File: src/rtl/font16_rom_arbiter_pkg.sv
// rtl/font16_rom_arbiter_pkg.sv - font16 ROM geometry, pipeline constants and glyph codes
package font16_rom_arbiter_pkg;

  localparam int GLYPH_W  = 4;
  localparam int ROW_W    = 4;
  localparam int ROM_AW   = 8;
  localparam int ROM_DW   = 8;
  localparam int ROM_LAT  = 1;
  localparam int RESP_LAT = 3;

  localparam logic [GLYPH_W-1:0] GLYPH_0     = 4'd0;
  localparam logic [GLYPH_W-1:0] GLYPH_1     = 4'd1;
  localparam logic [GLYPH_W-1:0] GLYPH_2     = 4'd2;
  localparam logic [GLYPH_W-1:0] GLYPH_3     = 4'd3;
  localparam logic [GLYPH_W-1:0] GLYPH_4     = 4'd4;
  localparam logic [GLYPH_W-1:0] GLYPH_5     = 4'd5;
  localparam logic [GLYPH_W-1:0] GLYPH_6     = 4'd6;
  localparam logic [GLYPH_W-1:0] GLYPH_7     = 4'd7;
  localparam logic [GLYPH_W-1:0] GLYPH_8     = 4'd8;
  localparam logic [GLYPH_W-1:0] GLYPH_9     = 4'd9;
  localparam logic [GLYPH_W-1:0] GLYPH_BLANK = 4'd13;

  typedef logic [GLYPH_W-1:0] glyph_t;
  typedef logic [ROW_W-1:0]   row_t;
  typedef logic [ROM_AW-1:0]  rom_addr_t;
  typedef logic [ROM_DW-1:0]  rom_data_t;

  function automatic rom_addr_t rom_addr(input glyph_t glyph, input row_t row);
    return {glyph, row};
  endfunction

endpackage

File: src/rtl/font16_rom_arbiter_if.sv
// rtl/font16_rom_arbiter_if.sv - requester-side lookup request/response bundle
interface font16_rom_arbiter_if
  import font16_rom_arbiter_pkg::*;
#(
  parameter int NUM_REQ = 2
);

  logic [NUM_REQ-1:0]         req_valid;
  logic [GLYPH_W*NUM_REQ-1:0] req_glyph;
  logic [ROW_W*NUM_REQ-1:0]   req_row;
  logic [NUM_REQ-1:0]         req_ready;
  logic [NUM_REQ-1:0]         resp_valid;
  rom_data_t                  resp_data;

  modport master (
    output req_valid, req_glyph, req_row,
    input  req_ready, resp_valid, resp_data
  );

  modport slave (
    input  req_valid, req_glyph, req_row,
    output req_ready, resp_valid, resp_data
  );

endinterface

File: src/rtl/font16_rom_arbiter_rr_arbiter.sv
// rtl/font16_rom_arbiter_rr_arbiter.sv - round-robin one-hot grant with rotating priority pointer
module rr_arbiter #(
  parameter int NUM_REQ = 2,
  parameter int IDX_W   = 1
) (
  input  logic               clk,
  input  logic               reset,
  input  logic               en,
  input  logic [NUM_REQ-1:0] req,
  output logic [NUM_REQ-1:0] grant,
  output logic [IDX_W-1:0]   grant_idx,
  output logic               grant_vld
);

  logic [IDX_W-1:0] ptr;
  logic [IDX_W-1:0] cand;
  int               sum;

  // Scan from the pointer, wrapping; reset also blocks grants so req_ready is 0 while held.
  always_comb begin
    grant     = '0;
    grant_idx = '0;
    grant_vld = 1'b0;
    cand      = '0;
    sum       = 0;
    for (int k = 0; k < NUM_REQ; k++) begin
      sum = int'(ptr) + k;
      if (sum >= NUM_REQ) sum = sum - NUM_REQ;
      cand = IDX_W'(sum);
      if (en && !reset && !grant_vld && req[cand]) begin
        grant_vld = 1'b1;
        grant_idx = cand;
      end
    end
    if (grant_vld) grant[grant_idx] = 1'b1;
  end

  always_ff @(posedge clk or posedge reset) begin
    if (reset) begin
      ptr <= '0;
    end else if (grant_vld) begin
      ptr <= (grant_idx == IDX_W'(NUM_REQ - 1)) ? '0 : grant_idx + 1'b1;
    end
  end

endmodule

File: src/rtl/font16_rom_arbiter.sv
// rtl/font16_rom_arbiter.sv - shares one font16 ROM among NUM_REQ requesters, 3-cycle pipelined lookups
module font16_rom_arbiter
  import font16_rom_arbiter_pkg::*;
#(
  parameter int NUM_REQ = 2,
  parameter int IDX_W   = 1
) (
  input  logic                  clk,
  input  logic                  reset,
  input  logic                  en,
  font16_rom_arbiter_if.slave   bus,
  output logic                  rom_ce,
  output logic                  rom_oce,
  output logic                  rom_reset,
  output rom_addr_t             rom_ad,
  input  rom_data_t             rom_dout
);

  logic [NUM_REQ-1:0] grant;
  logic [IDX_W-1:0]   grant_idx;
  logic               grant_vld;
  glyph_t             sel_glyph;
  row_t               sel_row;

  logic [IDX_W-1:0]   s1_tag;
  logic               s1_vld;
  logic [IDX_W-1:0]   s2_tag;
  logic               s2_vld;

  rr_arbiter #(
    .NUM_REQ (NUM_REQ),
    .IDX_W   (IDX_W)
  ) u_rr_arbiter (
    .clk       (clk),
    .reset     (reset),
    .en        (en),
    .req       (bus.req_valid),
    .grant     (grant),
    .grant_idx (grant_idx),
    .grant_vld (grant_vld)
  );

  assign bus.req_ready = grant;
  assign rom_oce       = 1'b1;
  assign rom_reset     = reset;

  assign sel_glyph = bus.req_glyph[int'(grant_idx)*GLYPH_W +: GLYPH_W];
  assign sel_row   = bus.req_row[int'(grant_idx)*ROW_W +: ROW_W];

  // s1 tracks the address cycle, s2 the ROM register cycle; the tag rides alongside the data.
  always_ff @(posedge clk or posedge reset) begin
    if (reset) begin
      rom_ce         <= 1'b0;
      rom_ad         <= '0;
      s1_tag         <= '0;
      s1_vld         <= 1'b0;
      s2_tag         <= '0;
      s2_vld         <= 1'b0;
      bus.resp_valid <= '0;
      bus.resp_data  <= '0;
    end else begin
      rom_ce <= grant_vld;
      s1_vld <= grant_vld;
      if (grant_vld) begin
        rom_ad <= rom_addr(sel_glyph, sel_row);
        s1_tag <= grant_idx;
      end
      s2_vld <= s1_vld;
      s2_tag <= s1_tag;
      bus.resp_valid <= s2_vld ? (NUM_REQ'(1) << s2_tag) : '0;
      if (s2_vld) bus.resp_data <= rom_dout;
    end
  end

endmodule

File: src/flat_wrapper.sv
// flat-port wrapper written by rule: the top's interface ports become plain ports
module font16_rom_arbiter_flat import font16_rom_arbiter_pkg::*;
#(
  parameter int NUM_REQ = 2,
  parameter int IDX_W   = 1
)
  (clk, reset, en, rom_ce, rom_oce, rom_reset, rom_ad, rom_dout, bus_req_valid, bus_req_glyph, bus_req_row, bus_req_ready, bus_resp_valid, bus_resp_data);
  font16_rom_arbiter_if #(.NUM_REQ(NUM_REQ)) bus_i ();
  input  logic clk;
  input  logic reset;
  input  logic en;
  output logic rom_ce;
  output logic rom_oce;
  output logic rom_reset;
  output rom_addr_t rom_ad;
  input  rom_data_t rom_dout;
  input wire logic [$bits(bus_i.req_valid)-1:0] bus_req_valid;
  input wire logic [$bits(bus_i.req_glyph)-1:0] bus_req_glyph;
  input wire logic [$bits(bus_i.req_row)-1:0] bus_req_row;
  output wire logic [$bits(bus_i.req_ready)-1:0] bus_req_ready;
  output wire logic [$bits(bus_i.resp_valid)-1:0] bus_resp_valid;
  output wire logic [$bits(bus_i.resp_data)-1:0] bus_resp_data;
  assign bus_i.req_valid = bus_req_valid;
  assign bus_i.req_glyph = bus_req_glyph;
  assign bus_i.req_row = bus_req_row;
  assign bus_req_ready = bus_i.req_ready;
  assign bus_resp_valid = bus_i.resp_valid;
  assign bus_resp_data = bus_i.resp_data;
  font16_rom_arbiter #(.NUM_REQ(NUM_REQ), .IDX_W(IDX_W)) u_core (.clk(clk), .reset(reset), .en(en), .bus(bus_i), .rom_ce(rom_ce), .rom_oce(rom_oce), .rom_reset(rom_reset), .rom_ad(rom_ad), .rom_dout(rom_dout));
endmodule
File: config.mk
export PLATFORM = sky130hd
export DESIGN_NAME = font16_rom_arbiter_flat
export DESIGN_NICKNAME = d
export VERILOG_FILES = /design/src/rtl/font16_rom_arbiter_pkg.sv /design/src/rtl/font16_rom_arbiter_if.sv /design/src/rtl/font16_rom_arbiter_rr_arbiter.sv /design/src/rtl/font16_rom_arbiter.sv /design/src/flat_wrapper.sv
export SDC_FILE = /design/constraint.sdc
export NUM_CORES = 1
export LEC_CHECK = 0
export ABC_AREA = 1
export CORE_MARGIN = 5
export CORE_UTILIZATION = 43
export DETAILED_ROUTE_END_ITERATION = 10
export PLACE_DENSITY_LB_ADDON = 0.1
export SYNTH_ARGS = -nofsm -noshare
export SYNTH_HDL_FRONTEND = slang
export SYNTH_SLANG_ARGS = --single-unit
File: constraint.sdc
create_clock -name clk -period 3.1 [get_ports clk]
set_clock_uncertainty 0.1 [all_clocks]
set_input_delay 0.62 -clock clk [delete_from_list [all_inputs] [get_ports clk]]
set_output_delay 0.62 -clock clk [all_outputs]
set_load 0.005 [all_outputs]
==> flow_metrics.env <==
export IMPL_vias=928
export IMPL_comb_power_share=0.304
export IMPL_cp_top_family="buffers and inverters"
export IMPL_syn2layout_area_growth_pct=49.9
export IMPL_grt_busiest_layer="met2"
export IMPL_cts_buffers_inserted=3
export IMPL_powerDensity_nw_per_um2=441
export IMPL_totalWireLength_mm=2.45
export IMPL_synth_simple_gate_area_share=0.379
export IMPL_drt_pass1_iter_count=4
export IMPL_rsz0062_at_grt="no"
export IMPL_synth_distinct_cells=16
export IMPL_synth_area_per_cell_um2=10.1
export IMPL_final_hold_viol_count=0
export IMPL_p_leak_uw=0.000758
export IMPL_layout_common_cells="50 x clkdlybuf4s50_1, 36 x nand2_1, 23 x dfrtp_1"
export IMPL_final_antenna_net_count=0
export IMPL_arrival_ns=2.08
export IMPL_postCtsResizedCells=0
export IMPL_cts_tree="yes"
export IMPL_whs_ns=0.283
export IMPL_antenna_found_initial=0
export IMPL_grt_met1_usage=0.201
export IMPL_cts_htree_levels=1
export IMPL_clockBufferDepth=2
export IMPL_slew_violations=0
export IMPL_grtUsageMet2=0.248
export IMPL_crit_path_max_fanout=3
export IMPL_dp_slack_ns=0.297
export IMPL_synth_fa_ha_area_frac=0
export IMPL_std_cell_rows=18
export IMPL_fin_ws_ns=0.296
export IMPL_synth_xor_area_frac=0
export IMPL_critPathMaxStageDelay_ns=0.50
export IMPL_drt_initial_drc_count=58
export IMPL_seqPwrFrac=0.517
export IMPL_crit_path_end_kind="primary output"
export IMPL_path_class="in2out"
export IMPL_min_period_ns=2.80
export IMPL_fin_area_um2=1620
export IMPL_place_hpwl_mm=1.98
export IMPL_postSynthCellCount=107
export IMPL_ys_ff_latch=23
export IMPL_ir_drop_mv=0.297
export IMPL_io_pin_count=52
export IMPL_grt_usage=0.153
export IMPL_num_antenna_cells=0
export IMPL_initial_core_util=0.441
export IMPL_p_int_uw=526
export IMPL_drc=0
export IMPL_cp_num_buf_inv=4
export IMPL_coreArea_um2=2450
export IMPL_portBuffers=50
export IMPL_grt_pass1_vias=928
export IMPL_fillerInstances=214
export IMPL_clk_latency_ns=0.29
export IMPL_synth_fp_nets=136
export IMPL_grt_max_degree=24
export IMPL_chipWidth_um=60.2
export IMPL_synthMuxAreaShare=0
export IMPL_post_dp_cell_area_um2=1600
export IMPL_cts_root_buf="clkbuf_4"
export IMPL_period_share=0.904
export IMPL_power_switching_share=0.265
export IMPL_fin_setup_tns_ns=0
export IMPL_status="completed"
export IMPL_cp_required_ns=2.38
export IMPL_globalplace_congestion=0.748
export IMPL_utilization=0.662
export IMPL_cts_num_sinks=23
export IMPL_cap_violations=0
export IMPL_timing_fmax_mhz=357
export IMPL_yosysSeqAreaShare=0.531
export IMPL_holdBufCountCts=0
export IMPL_final_common_cell="clkdlybuf4s50_1"
export IMPL_grt_pass1_wl_mm=4.15
export IMPL_worst_path_max_delay_cell="clkdlybuf4s50_1"
export IMPL_final_nets=189
export IMPL_crit_path_start_kind="input port"
export IMPL_netlist_area_um2=1080
export IMPL_routed_via_density=4.91
export IMPL_min_path_type="reg2reg"
export IMPL_drive_gt1_frac=0.220
export IMPL_dieArea_um2=3620
export IMPL_overflow=0
export IMPL_path_cells="clkdlybuf4s50_1 -> inv_2 -> nand2_1 -> nor2_4 -> nand2_1 -> inv_1 -> clkdlybuf4s50_1"
export IMPL_clk_pin_slew_ns=0.11
export IMPL_finalSetupViolCount=0
export IMPL_routedWlPerCell_um=13.0
export IMPL_synth_compound_gate_area_share=0.0127
export IMPL_p_sw_uw=189
export IMPL_p_clk_frac=0.179
export IMPL_post_cts_setup_buffers=0
export IMPL_synth_top_family_by_area="simple AND/OR/NAND/NOR gates"
export IMPL_grt_use_met3=0.0346
export IMPL_ys_warn_count=0
export IMPL_die_h_um=60.2
[kinds of logic (layout without fill, tap and decap cells)]
group | after synthesis | in the layout
flip-flops | 23 | 23
buffers and inverters | 13 | 65
AO/OA/AOI/OAI | 2 | 2
AND/OR/NAND/NOR | 68 | 68
other | 1 | 1
[sequential cells by signal (all words and copies together) (netlist names)]
name and flops:
u_core.bus.resp_data 8, u_core.bus.resp_valid 2, u_core.rom_ad 8, u_core.rom_ce 1, u_core.s1_tag 1, u_core.s2_tag 1
u_core.s2_vld 1, u_core.u_rr_arbiter.ptr 1
[power groups by stage]
stage	Clock, uW	Sequential [uW]	Combinational [uW]
finish	128	370	218
global route	147	378	237
CTS	134	370	222
detailed placement	0	375	222
global placement	0	374	217
floorplan	0	375	86.4
[metal layers]
metal | up-vias | wire (um)
met5 | - | 0
met4 | 0 | 14
met3 | 2 | 213
met2 | 41 | 1190
met1 | 433 | 1030
li1 | 452 | -
[cell usage after synthesis]
cell type,n,area share
nand2_4,1,0.010
buf_6,3,0.031
conb_1,1,0.0035
o21ai_1,1,0.0046
o21ai_2,1,0.0081
inv_2,5,0.017
buf_4,2,0.014
nor2_4,3,0.031
inv_1,2,0.0069
nand2_1,36,0.12
dfrtp_1,23,0.53
nor2_1,2,0.0069
nand4_1,8,0.046
nand3_2,16,0.15
nand2_2,2,0.012
buf_2,1,0.0046
[path summary, 6_finish.rpt]
| path | slack, ns | cells after the start | endpoint | startpoint |
|---|---|---|---|---|
| max | 0.30 | 7 | bus_req_ready[0] | reset |
| min | 0.28 | 0 | u_core.s2_vld | u_core.rom_ce |
| max reg2reg | 1.92 | 6 | u_core.rom_ad[5] | u_core.u_rr_arbiter.ptr |
| min reg2reg | 0.28 | 0 | u_core.s2_vld | u_core.rom_ce |
| max in group asynchronous | 1.99 | 3 | u_core.bus.resp_data[5] | reset |
| min in group asynchronous | 0.69 | 3 | u_core.rom_ad[6] | reset |
[final cells by class]
type	count	area, um2	area share
clock buffers	4	26.3	0.0162
multi-input cells	71	428	0.263
inverters	7	26.3	0.0162
repair buffers	54	531	0.327
flip-flops and latches	23	576	0.354
well taps	30	37.5	0.0231
[metrics by stage]
stage | std cells | power [uW]
3_3_place_gp | 185 | 591
3_5_place_dp | 185 | 597
6_report | 189 | 716
5_1_grt | 189 | 763
4_1_cts | 189 | 726
2_1_floorplan | 107 | 462
Note: power is estimated with default switching activity, not from simulation.
